## src/rtl/stack_arbiter.sv

```systemverilog
`default_nettype none
// ============================================================================
// Module   : stack_arbiter
// Purpose  : Round-robin two-port arbiter and sequencer for a shared LIFO
//            stack: grants one push/pop, drives the stack, returns the result.
// Revision : 1.0 - initial release
// ============================================================================
module stack_arbiter #(
  parameter int DATA_W  = 8,
  parameter int TIMEOUT = 15
) (
  input  logic              clk,
  input  logic              rst,
  input  logic              reqa_valid,
  input  logic              reqa_op,
  input  logic [DATA_W-1:0] reqa_wdata,
  output logic              reqa_gnt,
  output logic              respa_valid,
  input  logic              reqb_valid,
  input  logic              reqb_op,
  input  logic [DATA_W-1:0] reqb_wdata,
  output logic              reqb_gnt,
  output logic              respb_valid,
  output logic [DATA_W-1:0] resp_rdata,
  output logic [1:0]        resp_err,
  output logic              stk_push,
  output logic              stk_pop,
  output logic [DATA_W-1:0] stk_wdata,
  input  logic [DATA_W-1:0] stk_rdata,
  input  logic              stk_done,
  input  logic              stk_empty,
  input  logic              stk_full
);

  localparam logic [1:0] c_st_idle  = 2'd0;
  localparam logic [1:0] c_st_issue = 2'd1;
  localparam logic [1:0] c_st_wait  = 2'd2;
  localparam logic [1:0] c_st_resp  = 2'd3;

  localparam logic [1:0] c_err_ok      = 2'b00;
  localparam logic [1:0] c_err_full    = 2'b01;
  localparam logic [1:0] c_err_empty   = 2'b10;
  localparam logic [1:0] c_err_timeout = 2'b11;

  localparam logic [7:0]        c_timeout = 8'(TIMEOUT);
  localparam logic [DATA_W-1:0] c_zero    = {DATA_W{1'b0}};

  logic [1:0]        state_q, state_d;
  logic              op_q, op_d;
  logic [DATA_W-1:0] wdata_q, wdata_d;
  logic              win_q, win_d;     // 0 = A, 1 = B
  logic              last_q, last_d;   // last granted requester, 0 = A, 1 = B
  logic [7:0]        cnt_q, cnt_d;
  logic [DATA_W-1:0] rdata_q, rdata_d;
  logic [1:0]        err_q, err_d;

  logic              gnt_a, gnt_b;
  logic              sel_op;
  logic [DATA_W-1:0] sel_wdata;

  // On a tie the requester that was not granted last wins.
  always_comb begin
    gnt_a = 1'b0;
    gnt_b = 1'b0;
    if (state_q == c_st_idle && !rst) begin
      if (reqa_valid && (!reqb_valid || last_q)) begin
        gnt_a = 1'b1;
      end else if (reqb_valid) begin
        gnt_b = 1'b1;
      end
    end
  end

  assign sel_op    = gnt_b ? reqb_op    : reqa_op;
  assign sel_wdata = gnt_b ? reqb_wdata : reqa_wdata;

  always_comb begin
    state_d = state_q;
    op_d    = op_q;
    wdata_d = wdata_q;
    win_d   = win_q;
    last_d  = last_q;
    cnt_d   = cnt_q;
    rdata_d = rdata_q;
    err_d   = err_q;

    case (state_q)
      c_st_idle: begin
        if (gnt_a || gnt_b) begin
          op_d    = sel_op;
          wdata_d = sel_wdata;
          win_d   = gnt_b;
          last_d  = gnt_b;
          if (sel_op && stk_full) begin
            err_d   = c_err_full;
            rdata_d = c_zero;
            state_d = c_st_resp;
          end else if (!sel_op && stk_empty) begin
            err_d   = c_err_empty;
            rdata_d = c_zero;
            state_d = c_st_resp;
          end else begin
            state_d = c_st_issue;
          end
        end
      end

      c_st_issue: begin
        cnt_d   = 8'd0;
        state_d = c_st_wait;
      end

      c_st_wait: begin
        cnt_d = cnt_q + 8'd1;
        if (stk_done) begin
          err_d   = c_err_ok;
          rdata_d = op_q ? c_zero : stk_rdata;
          state_d = c_st_resp;
        end else if (cnt_d == c_timeout) begin
          err_d   = c_err_timeout;
          rdata_d = c_zero;
          state_d = c_st_resp;
        end
      end

      c_st_resp: begin
        state_d = c_st_idle;
      end

      default: begin
        state_d = c_st_idle;
      end
    endcase
  end

  always_ff @(posedge clk) begin
    if (rst) begin
      state_q <= c_st_idle;
      op_q    <= 1'b0;
      wdata_q <= c_zero;
      win_q   <= 1'b0;
      last_q  <= 1'b1;
      cnt_q   <= 8'd0;
      rdata_q <= c_zero;
      err_q   <= c_err_ok;
    end else begin
      state_q <= state_d;
      op_q    <= op_d;
      wdata_q <= wdata_d;
      win_q   <= win_d;
      last_q  <= last_d;
      cnt_q   <= cnt_d;
      rdata_q <= rdata_d;
      err_q   <= err_d;
    end
  end

  assign reqa_gnt    = gnt_a;
  assign reqb_gnt    = gnt_b;
  assign respa_valid = (state_q == c_st_resp) && !win_q;
  assign respb_valid = (state_q == c_st_resp) &&  win_q;
  assign resp_rdata  = rdata_q;
  assign resp_err    = err_q;
  assign stk_push    = (state_q == c_st_issue) &&  op_q;
  assign stk_pop     = (state_q == c_st_issue) && !op_q;
  // Data bus is only driven while a stack command is in flight.
  assign stk_wdata   = (state_q == c_st_issue || state_q == c_st_wait) ? wdata_q : c_zero;

endmodule
`default_nettype wire

```

## config.mk

```make
export PLATFORM = sky130hd
export DESIGN_NAME = stack_arbiter
export DESIGN_NICKNAME = d
export VERILOG_FILES = /design/src/rtl/stack_arbiter.sv
export SDC_FILE = /design/constraint.sdc
export NUM_CORES = 1
export LEC_CHECK = 0
export CAP_MARGIN = 5
export CORE_MARGIN = 2
export CORE_UTILIZATION = 49
export DETAILED_ROUTE_END_ITERATION = 10
export PLACE_DENSITY_LB_ADDON = 0.3
export SYNTH_ARGS = -nofsm -noshare
export SYNTH_HDL_FRONTEND = slang
export SYNTH_SLANG_ARGS = --single-unit
```

## constraint.sdc

```tcl
create_clock -name clk -period 3.1 [get_ports clk]
set_input_delay 0.775 -clock clk [delete_from_list [all_inputs] [get_ports clk]]
set_output_delay 0.775 -clock clk [all_outputs]
set_load 0.02 [all_outputs]
```

# After elaboration in Yosys (flattened, before gate mapping)
# Index checks and enable logic that the tools add are counted.
word_totals:
  latch_bits: 0
  output_inout_bits: 24
  ramBits: 0
  mem_bits_ro: 0
  register_bits: 31
  mem_count: 0
classes:
  n_shift: 0
  n_mux: 27
  eq_ne: 7
  addsub: 1
  reduce_logical: 22
  div_mod_pow: 0
  bitwise_logic: 0
  magnitude_cmp: 0
  n_mul: 0
op_table:
  columns: ["cell", "n"]
  rows:
  - ["$mux W8", 8]
  - ["$pmux W8 S2", 2]
  - ["$mux W2", 9]
  - ["$add A8 B1 Y8 const B", 1]
  - ["$eq A8 B4 Y1 const B", 1]
  - ["$logic_and A1 B1 Y1", 8]
  - ["$pmux W2 S4", 1]
  - ["$mux W1", 6]
  - ["$logic_not A1 Y1", 5]
  - ["$eq A2 B2 Y1 const B", 2]
  - ["$pmux W2 S2", 1]
  - ["$reduce_and A2 Y1", 2]
  - ["$reduce_and A4 Y1", 1]
  - ["$reduce_bool A2 Y1", 2]
  - ["$logic_or A1 B1 Y1", 3]
  - ["$ne A3 B1 Y1 const B", 1]
  - ["$ne A3 B3 Y1 const B", 1]
  - ["$eq A2 B1 Y1 const B", 1]
  - ["$logic_not A2 Y1", 1]
  - ["$ne A2 B1 Y1 const B", 1]

# Logic depth before layout (Yosys ltp)
# Gate-level depths: netlist (run 1).
depth:
  ltp_word: 12
  mapped_depth: 10
  mapped_depth_nobuf: 9

# Worst setup path before layout (run 1)
# Ideal clock, no wire load.
synth_path:
  path_type: "in2out"
  from: "input rst"
  to: "output reqa_gnt"
  required_ps: 2325
  path_slack_ps: 737
  arrival_time_ps: 1588
  cell_stages: 4
  n_path_buf: 1
  path_cell_list: "nor2b_1 nand2_1 a21oi_1 clkbuf_1"
synth_between:
  elab_chain_cells: 3
synth_rtl:
  columns: ["item", "line", "rtl"]
  rows:
  - ["start, declared", "13", "input logic rst,"]
  - ["$logic_not A1 Y1", "65", "if (state_q == c_st_idle && !rst) begin"]
  - ["$logic_and A1 B1 Y1", "65", null]
  - ["$mux W1", "65", null]
  - ["end, declared", "17", "output logic reqa_gnt,"]
# Every way passes these cells.

# Final worst setup path (run 1)
layout_path:
  from: "register state_q[0]"
  to: "output stk_wdata[7]"
layout_between:
  elab_chain_cells: 3
layout_rtl:
  columns: ["item", "line", "rtl"]
  rows:
  - ["start, declared", "48", "logic [1:0] state_q, state_d;"]
  - ["start signal, assigned", "138", "state_q <= c_st_idle;"]
  - ["start signal, assigned", "147", "state_q <= state_d;"]
  - ["$eq A2 B1 Y1 or $eq A2 B2 Y1 (tied branches)", "167", "assign stk_wdata = (state_q == c_st_issue || state_q == c_st_wait) ? wdata_q : c_zero;"]
  - ["$logic_or A1 B1 Y1 (*)", "167", null]
  - ["$mux W8 (*)", "167", null]
  - ["end, declared", "28", "output logic [DATA_W-1:0] stk_wdata,"]
# Every way passes the cells marked *; elsewhere a longest branch is shown, timed or not.

==> flow_summary.toml, run 1 <==
[outcome]
status = "complete, no violations"

[cells_and_area]
antenna_cells = 0
n_fill_cell = 305
stdcell_area_um2 = 2360
stdcell_count = 305
fin_util = 0.708
final_layout_size_suffix_gt1_frac = 0.112
fin_nets = 300
area_delta_synth_final_pct = 38.6

[critical_path]
ff2ff_setup_slack_ns = 0.80
rr_endpoint = "resp_rdata[6]"
rr_worst_depth = 10
start_kind = "register"
timing.rr.start = "state_q[0]"
path_max_fanout = 9
crit_type = "register to output port"
end_kind = "output port"
crit_required_ns = 2.32
worstPathArrival_ns = 2.06

[sta]
rsz0062_at_grt = "no"
holdWs_ns = 0.500
fin_crit_sh = 0.914
fmax_mhz = 353
fin_worst_skew_ns = 0.00685
tns_ns = 0
finalSetupViolCount = 0
maxSlewViolCount = 0
relSlewSlack = 0.443
fin_ws_ns = 0.268
tightest_slew_ns = 0.829
period_minus_slack_ns = 2.83
final_hold_viol_count = 0

[detailed_routing]
routedWlPerCell_um = 13.4
drtIter0Drc = 105
firstDrtPassIters = 6
drc = 0
antenna_left = 0
vias = 1631
drt-total-wl_um = 4090
viasPerCell = 5.35

[power_and_ir_drop]
netSwitchingPower_uw = 578
switching_share = 0.396
intPower_uw = 882
p_leak_nw = 0.921
p_per_area_nw_per_um2 = 618
vdd_drop_max_v = 0.000332
pwr-share-seq = 0.342
p_clk_frac = 0.142
power_mw = 1.46
comb_power_share = 0.516

[synth]
synthesis.nets = 239
synthDistinctLibCells = 41
synthCells = 199
syn_area_um2 = 1710
synth_edf_count = 0
async_flop_share = 0
yosysWarnings = 0
synthFlopType = "dfxtp_1"
synth.avg_cell_area_um2 = 8.57
synth-seq-cells = 31
yosysSeqAreaShare = 0.364

[clocking]
cts_tree = "yes"
clk_path_buf_depth = 2
clk_pin_slew_ns = 0.09
cts-root-buf = "clkbuf_4"
cts_hold_buffers = 0
cts-buffers-inserted = 5
insertion_delay_ns = 0.33
clock_sinks = 31
h-tree-depth = 2

[global_routing]
antenna_found_initial = 0
grt_max_degree = 35
grt_pass1_vias = 1670
grt_first_pass_wirelength_um = 7510
grt_overflow = 0
grt_usage = 0.240

[job]
max_cap_violations = 0

[placed_design]
dp.cells = 299
placed_cell_area_um2 = 2320
hpwl_um = 2990
place_ws_ns = -0.0642
port_buffers = 56
gp_congestion = 0.793

[min_path]
hold_end = "wdata_q[2]"
holdCritPathClass = "register to register"
worstHoldStart = "wdata_q[2]"
hold_depth = 2

[die]
start_util = 0.511
dieHeight_um = 63.0
die_x_um = 63.0
dieArea_um2 = 3970
rows = 21
pin_count = 57
core_um2 = 3340
[layer usage]
metal / share of wire / GRT usage / wire [µm] / up-vias
met5: 0 / 0 / 0 / -
li1: - / - / - / 817
met1: 0.42 / 0.287 / 1710 / 758
met4: 0.015 / 0.0806 / 60 / 0
met3: 0.072 / 0.0829 / 293 / 7
met2: 0.49 / 0.399 / 2030 / 49
[power groups by stage]
stage | registers (mW) | clock network (mW) | logic (mW)
detailed placement | 0.505 | 0 | 0.755
CTS | 0.499 | 0.217 | 0.757
global placement | 0.505 | 0 | 0.745
finish | 0.500 | 0.208 | 0.753
floorplan | 0.515 | 0 | 0.512
global route | 0.508 | 0.234 | 0.844
[cells in the final DEF, fill, tap and decap left out, types with 6 or more instances in the layout]
master           instances
dfxtp_1                 31
nand3_1                  8
mux2i_1                  9
ha_1                     7
or2b_2                   9
nor3_1                   6
a222oi_1                 8
and2_1                  10
buf_4                    6
a21oi_1                 11
inv_1                    8
nand2_1                 22
nor2_1                  23
clkdlybuf4s50_1         54
[area by class of cell]
cell class	count	area (µm²)	share of cell area
clock buffer	6	41.3	0.0175
sequential	31	621	0.263
inverter	9	33.8	0.0143
tap	46	57.6	0.0244
timing repair buffer	62	607	0.257
multi-input combinational	151	1000	0.425
[Yosys cell counts (2+ instances only)]
master | number | area [µm²]
nand2_1 | 22 | 82.6
a21oi_1 | 11 | 55.1
ha_1 | 7 | 87.6
inv_1 | 8 | 30.0
nor2_1 | 23 | 86.3
xor2_1 | 3 | 26.3
nor2b_1 | 4 | 25.0
dfxtp_1 | 31 | 621
and2_1 | 10 | 62.6
and2_4 | 2 | 17.5
nand3_1 | 8 | 40.0
nand4_1 | 2 | 12.5
or2b_2 | 9 | 78.8
mux2i_1 | 9 | 90.1
nor3b_1 | 2 | 15.0
nor3_1 | 6 | 30.0
o21ai_1 | 3 | 15.0
o21ai_0 | 3 | 15.0
nand3b_1 | 2 | 15.0
a222oi_1 | 8 | 80.1
clkbuf_1 | 6 | 22.5
[what timing repair did]
| action | 4_1_cts | 5_1_grt |
|---|---|---|
| endpoints found under the setup margin | 1 | 1 |
| resized for setup | 1 | 2 |
| setup buffers | 0 | 0 |
[critical path, stage by stage (launching register included)]
cell and delay (ns):
dfxtp_1 0.40, inv_1 0.10, ha_1 0.45, and2_1 0.18, clkdlybuf4s50_1 0.60
[cell families after synthesis]
kind of cell               after synthesis  share of synthesized area
xor gates and xnor gates                 3                     0.0154
and+or+nand+nor                         98                      0.307
adders and majority gates                7                     0.0514
AOI/OAI and AO/OA                       34                      0.160
DFF                                     31                      0.364
buffers and inverters                   17                     0.0492
muxes                                    9                     0.0528
[registers in the layout (all words and copies together) (netlist names)]
name	count
wdata_q	8
resp_rdata	8
resp_err	2
win_q	1
state_q	2
cnt_q	8
op_q	1
last_q	1
[worst max path at each step]
stage,to,start,slack (ns),depth (start not counted)
after detailed placement,reqa_gnt,rst,-0.06,5
after global placement,reqa_gnt,rst,-0.04,5
after floorplan,reqa_gnt,rst,0.74,4
after global routing,stk_wdata[1],state_q[0],0.12,4
final,stk_wdata[7],state_q[0],0.27,4
after CTS,reqb_gnt,rst,0.01,5
(Power assumes the default switching activity.)
==> run 2, diff against run 1 <==
CELL_PAD_IN_SITES_DETAIL_PLACEMENT = 1   (was not set)
CELL_PAD_IN_SITES_GLOBAL_PLACEMENT = 2   (was not set)
CORE_UTILIZATION = 28   (was 49)
==> flow_summary.toml, run 2 (same netlist as run 1, synthesis figures left out) <==
[global_routing]
grt_first_pass_wirelength_um = 8010
grt_usage = 0.157
antenna_found_initial = 0
grt_pass1_vias = 1644
grt_overflow = 0
grt_max_degree = 35

[detailed_routing]
drtIter0Drc = 82
routedWlPerCell_um = 14.4
vias = 1647
viasPerCell = 4.89
drc = 0
firstDrtPassIters = 4
drt-total-wl_um = 4860
antenna_left = 0

[sta]
final_hold_viol_count = 0
tns_ns = 0
maxSlewViolCount = 0
tightest_slew_ns = 0.998
period_minus_slack_ns = 2.81
relSlewSlack = 0.329
finalSetupViolCount = 0
fmax_mhz = 356
rsz0062_at_grt = "no"
fin_crit_sh = 0.905
fin_worst_skew_ns = 0.0102

[critical_path]
start_kind = "register"
crit_type = "register to output port"
crit_required_ns = 2.32
path_max_fanout = 9
rr_worst_depth = 11
rr_endpoint = "resp_rdata[7]"
end_kind = "output port"
cpPeakStageDelay_ns = 0.60
path_cells = "inv_1 -> ha_1 -> and2_1 -> clkdlybuf4s50_1"
ff2ff_setup_slack_ns = 0.79
worstPathArrival_ns = 2.03
timing.rr.start = "state_q[1]"
path_delay_family = "buffers and inverters"
slowest_stage = "clkdlybuf4s50_1"
critPathBufInv = 2

[power_and_ir_drop]
power_mw = 1.59
p_clk_frac = 0.198
p_leak_nw = 0.954
intPower_uw = 965
switching_share = 0.392
pwr-share-seq = 0.314
netSwitchingPower_uw = 623
p_per_area_nw_per_um2 = 648
vdd_drop_max_v = 0.000247
comb_power_share = 0.488

[min_path]
worstHoldStart = "wdata_q[3]"
holdCritPathClass = "register to register"
hold_end = "wdata_q[3]"
hold_depth = 2

[die]
core_um2 = 5920
dieArea_um2 = 6730
die_x_um = 82.0
pin_count = 57
start_util = 0.288
rows = 28
dieHeight_um = 82.0

[cells_and_area]
final_common_cell = "clkdlybuf4s50_1"
n_fill_cell = 714
antenna_cells = 0
area_delta_synth_final_pct = 43.8
multi_input_area_um2 = 1000
final_layout_size_suffix_gt1_frac = 0.118
mostFrequentLayoutCells = "54 x clkdlybuf4s50_1, 31 x dfxtp_1, 23 x nor2_1"
stdcell_area_um2 = 2450
fin_nets = 301
seq_area_um2 = 621

[clocking]
insertion_delay_ns = 0.29
clock_sinks = 31
cts_tree = "yes"
cts-root-buf = "clkbuf_8"
cts_setup_buffers = 0
h-tree-depth = 2
cts-buffers-inserted = 5
clk_path_buf_depth = 2
cts_hold_buffers = 0
clk_pin_slew_ns = 0.07

[placed_design]
placed_cell_area_um2 = 2360
hpwl_um = 3520
gp_congestion = 0.702
port_buffers = 56

[outcome]
status = "complete, no violations"

[job]
max_cap_violations = 0
run 2: how the worst max path moves through the flow:
stage                     from  slack (ns)  depth (start not counted)           end
CTS                        rst       0.006                          6      reqa_gnt
finish              state_q[0]        0.29                          4  stk_wdata[1]
floorplan                  rst        0.74                          4      reqa_gnt
detailed placement         rst        0.03                          6      reqa_gnt
global route        state_q[0]        0.15                          4  stk_wdata[1]
global placement           rst        0.03                          6      reqa_gnt
run 2: power groups by stage:
stage	sequential, mW	combinational, mW	clock [mW]
final	0.498	0.775	0.315
after global routing	0.506	0.863	0.344
after CTS	0.498	0.792	0.335
after detailed placement	0.506	0.786	0
after global placement	0.505	0.783	0
after floorplan	0.515	0.512	0
run 2: per-layer routing:
metal  vias to the layer above  share of wire  track usage
met1                       773           0.45        0.190
met4                         0         0.0091       0.0450
met5                         -              0            0
met2                        48           0.46        0.256
li1                        821              -            -
met3                         5          0.074       0.0615
run 2: worst reg2reg max path, delay by kind of cell, from the launching register on:
kind / cells / cell delay (ns)
AO/OA/AOI/OAI: 1 / 0.27
adder cells (fa/ha/maj): 1 / 0.25
buffers and inverters: 4 / 0.52
flip-flops: 1 / 0.33
multiplexers: 1 / 0.21
AND/OR/NAND/NOR: 4 / 0.68
run 2: repair_timing:
action                                  CTS  global route
endpoints found under the setup margin    0             2
resized for setup                         0             2
hold endpoints to repair                  0             0
run 2: cell type report:
cell class	count	share of cell area
well taps	75	0.0383
inverters	9	0.0138
repair buffers	63	0.252
clock inverters	2	0.00510
flip-flops and latches	31	0.253
clock buffers	6	0.0296
multi-input cells	151	0.408
run 2: stage by stage:
step	utilization	cells	setup slack (ns)	hold slack, ns
global placement	0.399	329	0.0283	0.477
finish	0.414	337	0.295	0.499
CTS	0.413	337	0.00633	0.507
detailed placement	0.399	329	0.0276	0.489
floorplan	-	199	0.737	0.450
global route	0.414	337	0.151	0.539
